`src/rtl/vx_commit_arbiter.sv`:
```
// Writeback commit arbiter: merges the execute-unit commit ports into one registered
// writeback stream using round-robin grants, keeping multi-beat packets contiguous.
module vx_commit_arbiter #(
   parameter int NUM_SRC     = 5,
   parameter int NUM_THREADS = 4,
   parameter int NUM_WARPS   = 4,
   parameter int UUID_BITS   = 44,
   parameter int NR_BITS     = 6,
   parameter int XLEN        = 32,
   localparam int NW_BITS    = (NUM_WARPS > 1) ? $clog2(NUM_WARPS) : 1,
   localparam int SRC_BITS   = (NUM_SRC > 1) ? $clog2(NUM_SRC) : 1
) (
   input  logic                                clk,
   input  logic                                reset,
   input  logic [NUM_SRC-1:0]                  commit_valid,
   output logic [NUM_SRC-1:0]                  commit_ready,
   input  logic [NUM_SRC*UUID_BITS-1:0]        commit_uuid,
   input  logic [NUM_SRC*NW_BITS-1:0]          commit_wid,
   input  logic [NUM_SRC*XLEN-1:0]             commit_PC,
   input  logic [NUM_SRC*NUM_THREADS-1:0]      commit_tmask,
   input  logic [NUM_SRC-1:0]                  commit_wb,
   input  logic [NUM_SRC*NR_BITS-1:0]          commit_rd,
   input  logic [NUM_SRC*NUM_THREADS*XLEN-1:0] commit_data,
   input  logic [NUM_SRC-1:0]                  commit_eop,
   output logic                                wb_valid,
   output logic [UUID_BITS-1:0]                wb_uuid,
   output logic [NW_BITS-1:0]                  wb_wid,
   output logic [XLEN-1:0]                     wb_PC,
   output logic [NUM_THREADS-1:0]              wb_tmask,
   output logic [NR_BITS-1:0]                  wb_rd,
   output logic [NUM_THREADS*XLEN-1:0]         wb_data,
   output logic                                wb_eop,
   output logic [31:0]                         wb_count,
   output logic [31:0]                         retire_count
);

   // Handshake: a beat moves when commit_valid[i] & commit_ready[i] in the same cycle.
   // commit_ready is a combinational one-hot function of commit_valid, so sources must
   // hold valid and fields stable without waiting on ready.

   typedef enum logic {S_OPEN, S_LOCKED} state_t;

   state_t                      state_q, state_d;
   logic [SRC_BITS-1:0]         lock_src_q, lock_src_d;
   logic [SRC_BITS-1:0]         last_grant_q;
   logic                        grant_found;
   logic [SRC_BITS-1:0]         grant_idx;
   logic                        fire;

   logic [UUID_BITS-1:0]        sel_uuid;
   logic [NW_BITS-1:0]          sel_wid;
   logic [XLEN-1:0]             sel_pc;
   logic [NUM_THREADS-1:0]      sel_tmask;
   logic [NR_BITS-1:0]          sel_rd;
   logic [NUM_THREADS*XLEN-1:0] sel_data;
   logic                        sel_wb;
   logic                        sel_eop;

   always_comb begin
      int idx;
      state_d      = state_q;
      lock_src_d   = lock_src_q;
      grant_found  = 1'b0;
      grant_idx    = '0;
      idx          = 0;
      commit_ready = '0;

      if (state_q == S_LOCKED) begin
         // A stalled locked source blocks everyone until its packet completes.
         if (commit_valid[lock_src_q]) begin
            grant_found = 1'b1;
            grant_idx   = lock_src_q;
         end
      end else begin
         for (int k = 1; k <= NUM_SRC; k++) begin
            idx = (int'(last_grant_q) + k) % NUM_SRC;
            if (!grant_found && commit_valid[idx]) begin
               grant_found = 1'b1;
               grant_idx   = SRC_BITS'(idx);
            end
         end
      end

      fire = grant_found && !reset;
      if (fire) begin
         commit_ready[grant_idx] = 1'b1;
         if (commit_eop[grant_idx]) begin
            state_d = S_OPEN;
         end else begin
            state_d    = S_LOCKED;
            lock_src_d = grant_idx;
         end
      end
   end

   always_comb begin
      sel_uuid  = '0;
      sel_wid   = '0;
      sel_pc    = '0;
      sel_tmask = '0;
      sel_rd    = '0;
      sel_data  = '0;
      sel_wb    = 1'b0;
      sel_eop   = 1'b0;
      for (int i = 0; i < NUM_SRC; i++) begin
         if (grant_idx == SRC_BITS'(i)) begin
            sel_uuid  = commit_uuid[i*UUID_BITS +: UUID_BITS];
            sel_wid   = commit_wid[i*NW_BITS +: NW_BITS];
            sel_pc    = commit_PC[i*XLEN +: XLEN];
            sel_tmask = commit_tmask[i*NUM_THREADS +: NUM_THREADS];
            sel_rd    = commit_rd[i*NR_BITS +: NR_BITS];
            sel_data  = commit_data[i*NUM_THREADS*XLEN +: NUM_THREADS*XLEN];
            sel_wb    = commit_wb[i];
            sel_eop   = commit_eop[i];
         end
      end
   end

   always_ff @(posedge clk) begin
      if (reset) begin
         state_q      <= S_OPEN;
         lock_src_q   <= '0;
         last_grant_q <= SRC_BITS'(NUM_SRC - 1);
         wb_valid     <= 1'b0;
         wb_uuid      <= '0;
         wb_wid       <= '0;
         wb_PC        <= '0;
         wb_tmask     <= '0;
         wb_rd        <= '0;
         wb_data      <= '0;
         wb_eop       <= 1'b0;
         wb_count     <= '0;
         retire_count <= '0;
      end else begin
         state_q    <= state_d;
         lock_src_q <= lock_src_d;
         wb_valid   <= fire && sel_wb;
         if (fire) begin
            last_grant_q <= grant_idx;
         end
         // Non-writing beats leave the output fields untouched.
         if (fire && sel_wb) begin
            wb_uuid  <= sel_uuid;
            wb_wid   <= sel_wid;
            wb_PC    <= sel_pc;
            wb_tmask <= sel_tmask;
            wb_rd    <= sel_rd;
            wb_data  <= sel_data;
            wb_eop   <= sel_eop;
            wb_count <= wb_count + 32'd1;
         end
         if (fire && sel_eop) begin
            retire_count <= retire_count + 32'd1;
         end
      end
   end

endmodule
```
`config.mk`:
```
export PLATFORM = sky130hd
export DESIGN_NAME = vx_commit_arbiter
export DESIGN_NICKNAME = d
export VERILOG_FILES = /design/src/rtl/vx_commit_arbiter.sv
export SDC_FILE = /design/constraint.sdc
export NUM_CORES = 1
export LEC_CHECK = 0
export ABC_AREA = 1
export BUFFER_PORTS_ARGS = -buffer_cell sky130_fd_sc_hd__buf_4
export CAP_MARGIN = 25
export CORE_AREA = 2 2 545 547
export DETAILED_ROUTE_END_ITERATION = 10
export DIE_AREA = 0 0 547 549
export GPL_TIMING_DRIVEN = 0
export PLACE_DENSITY_LB_ADDON = 0.2
export SLEW_MARGIN = 5
export SYNTH_ARGS = -nofsm -noshare
export SYNTH_HDL_FRONTEND = slang
export SYNTH_SLANG_ARGS = --single-unit
```
`constraint.sdc`:
```
create_clock -name clk -period 6.7 [get_ports clk]
set_input_delay 1.005 -clock clk [delete_from_list [all_inputs] [get_ports clk]]
set_output_delay 1.005 -clock clk [all_outputs]
set_load 0.03 [all_outputs]
```
==> impl_metrics.tcl <==
set metrics [dict create \
    outcome "finished clean" \
    syn_nets 5076 \
    async_flop_share 0 \
    initial_core_util 0.0743 \
    fin_area_sq_mm 0.0395 \
    dp_slack_ns -1.54 \
    end_kind "flip-flop" \
    busiest_layer "met2" \
    clock-sinks 289 \
    core-area_sq_mm 0.295 \
    synth_compound_area_frac 0.0760 \
    hold_violations 0 \
    grt_pass1_wl_um 309000 \
    synthMuxAreaShare 0 \
    synth_cell_type_count 40 \
    drtIter0Drc 1714 \
    tightest_slew_ns 1.21 \
    dp.cells 9296 \
    met3_usage 0.0387 \
    gp_congestion 0.945 \
    hpwl_um 212000 \
    critPathArrivalTime_ns 6.89 \
    layout_min_cycle_time_ns 6.33 \
    synthSimpleGateAreaFrac 0.473 \
    post-route-util 0.134 \
    critPathKind "flip-flop to flip-flop" \
    reg2regPathDepth 32 \
    avgSynthCellArea_sq_um 5.55 \
    place_area_sq_mm 0.0377 \
    start_kind "flip-flop" \
    max-slew-margin-rel 0.195 \
    hold_path.class "flip-flop to flip-flop" \
    die_area_sq_mm 0.300 \
    fmax_ghz 0.158 \
    std_cell_rows 200 \
    cts-root-buf "clkbuf_16" \
    clk_latency_ns 0.66 \
    wl_per_cell_um 25.6 \
    antenna_found_initial 56 \
    synth_xor_area_frac 0.0252 \
    die_h_um 549 \
    dr.pass1.iters 5 \
    synthAdderAreaFrac 0.0169 \
    h-tree-depth 2 \
    use_met1 0.184 \
    ys_seq_area_frac 0.264 \
    grtUsageMet2 0.266 \
    detail-route-antenna-nets 0 \
    netlist_area_sq_mm 0.0219 \
    vias 31600 \
    ys.flop_type "dfxtp_1" \
    hold_depth 2 \
    hold_start "retire_count[29]" \
    cp_slowest_cell "nand4_1" \
    clk_pin_slew_ns 0.06 \
    dieWidth_um 547 \
    r2r-end "wb_data[27]" \
    synthCells 3950 \
    ys_ff_latch 289 \
    fin_nets 6536 \
    io_pins 1384 \
    drive_gt1_frac 0.306 \
    grt_usage 0.154 \
    cts_buffer_depth 3 \
    wirelength_um 241000 \
    critPathMaxFanout 11 \
    viasPerCell 3.36 \
    maxSlewViolCount 0 \
    required_ns 7.26 \
    cp_common_cell "nand2_1" \
    area_growth_pct 80.1 \
    fin_crit_sh 0.945 \
    worstHoldEndpoint "retire_count[29]" \
    cts-hold-fix-buffers 0 \
    max_cap_viol_count 0 \
    io_buffers 1383 \
    finalNonFillerCells 9412 \
    finClkSkew_ns 0.0211 \
    synth_top_family_by_area "simple AND/OR/NAND/NOR gates" \
    layout_common_cells "buf_4 (1405), nand2_1 (1335), nor2_1 (724)" \
    yosysWarningCount 0 \
    synth_edf_count 0 \
    setup_slack_ns 0.372 \
    grt_overflow_total 0 \
    finalSetupViolCount 0 \
    cts_tree "built" \
    grt_setup_unrepaired "false" \
    setup.worst_path.start "last_grant_q[2]" \
    r2r-start "last_grant_q[2]" \
    grt_max_degree 20 \
    remaining_drc_errors 0 \
    final_common_cell "buf_4" \
    grt_pass1_vias 32300 \
    cts_buffers 48 \
    reg2reg_slack_ns 0.37 \
    max_stage_delay_ns 0.75 \
]
## cells by family (layout without fill, tap and decap cells)
logic type / count (synthesis) / in the layout
AOI/OAI and AO/OA: 323 / 323
adders and majority gates: 29 / 29
xor gates and xnor gates: 63 / 63
and+or+nand+nor: 2490 / 2490
DFF: 289 / 289
buffers and inverters: 756 / 2250
other: 0 / 29
## routing by layer
| metal | vias to the layer above | wire [um] |
|---|---|---|
| li1 | 15200 | - |
| met1 | 14900 | 100000 |
| met2 | 1301 | 115000 |
| met3 | 189 | 16900 |
| met4 | 16 | 8190 |
| met5 | - | 107 |
## final cells by class
| type | count | area [sq um] |
|---|---|---|
| Antenna cell | 29 | 72.6 |
| Buffer | 219 | 1200 |
| Clock buffer | 63 | 1340 |
| Clock inverter | 21 | 235 |
| Fill cell | 34700 | 256000 |
| Inverter | 535 | 2020 |
| Multi-Input combinational cell | 2905 | 13000 |
| Sequential cell | 289 | 5800 |
| Tap cell | 3939 | 4930 |
| Timing Repair Buffer | 1412 | 10800 |
## worst max-delay path, delay by kind of cell (launching register included)
kind            cells  cell delay [ns]
xor+xnor            1             0.13
compound gates      4             0.95
fa+ha+maj           3             0.96
simple gates       19             2.88
buf+inv             5             0.82
flops               1             0.39
## how the worst max path moves through the flow
stage	end	slack [ns]	depth (start not counted)
after detailed placement	wb_data[30]	-1.54	32
after global routing	commit_ready[1]	0.0004	29
after CTS	wb_data[24]	0.01	32
after floorplan	commit_ready[1]	1.26	27
after global placement	wb_data[21]	-2.32	32
final	wb_data[27]	0.37	32
## Yosys cell counts, types with 2 or more instances
cell type | count | area share
nand2_1 | 1336 | 0.23
nor2_1 | 724 | 0.12
inv_1 | 519 | 0.089
dfxtp_1 | 289 | 0.26
a21oi_1 | 287 | 0.066
nand4_1 | 263 | 0.075
clkbuf_1 | 102 | 0.017
nand3_1 | 80 | 0.018
buf_2 | 61 | 0.014
xor2_1 | 57 | 0.023
nor3_1 | 41 | 0.0094
buf_6 | 28 | 0.014
ha_1 | 28 | 0.016
buf_1 | 19 | 0.0033
inv_2 | 15 | 0.0026
nor4_1 | 13 | 0.0037
o21ai_0 | 13 | 0.0030
buf_4 | 11 | 0.0038
nand2_2 | 8 | 0.0023
o211ai_1 | 6 | 0.0021
xnor2_1 | 6 | 0.0024
nand2_4 | 5 | 0.0026
o21ai_1 | 5 | 0.0011
a21oi_2 | 4 | 0.0016
nand3b_1 | 4 | 0.0014
o21a_1 | 4 | 0.0014
nand3_4 | 3 | 0.0024
or2_2 | 3 | 0.00086
nor2_2 | 2 | 0.00057
nor2_4 | 2 | 0.0010
nor2_8 | 2 | 0.0018
or2_1 | 2 | 0.00057
## flip-flops by register name, summed over array words and instances (netlist names)
register      count
wb_valid          1
wb_PC            32
wb_tmask          4
state_q           1
wb_count         32
wb_eop            1
wb_data         128
lock_src_q        3
wb_uuid          44
wb_wid            2
retire_count     32
last_grant_q      3
wb_rd             6
## metrics by stage
step,hold slack (ns),TNS [ns]
final,0.491,0
after global routing,0.525,0
after CTS,0.494,0
after detailed placement,0.480,-38.85
after global placement,0.469,-64.11
after floorplan,0.452,0
## repair_timing
item	CTS	global route
endpoints found under the setup margin	139	33
hold endpoints to repair	0	0
pin swaps	8	3
buffers inserted	5	0
resized for setup	21	20
Power is left out: the tool's default activity adds up to more than one toggle a clock period on the data nets, which glitch-free logic cannot reach.
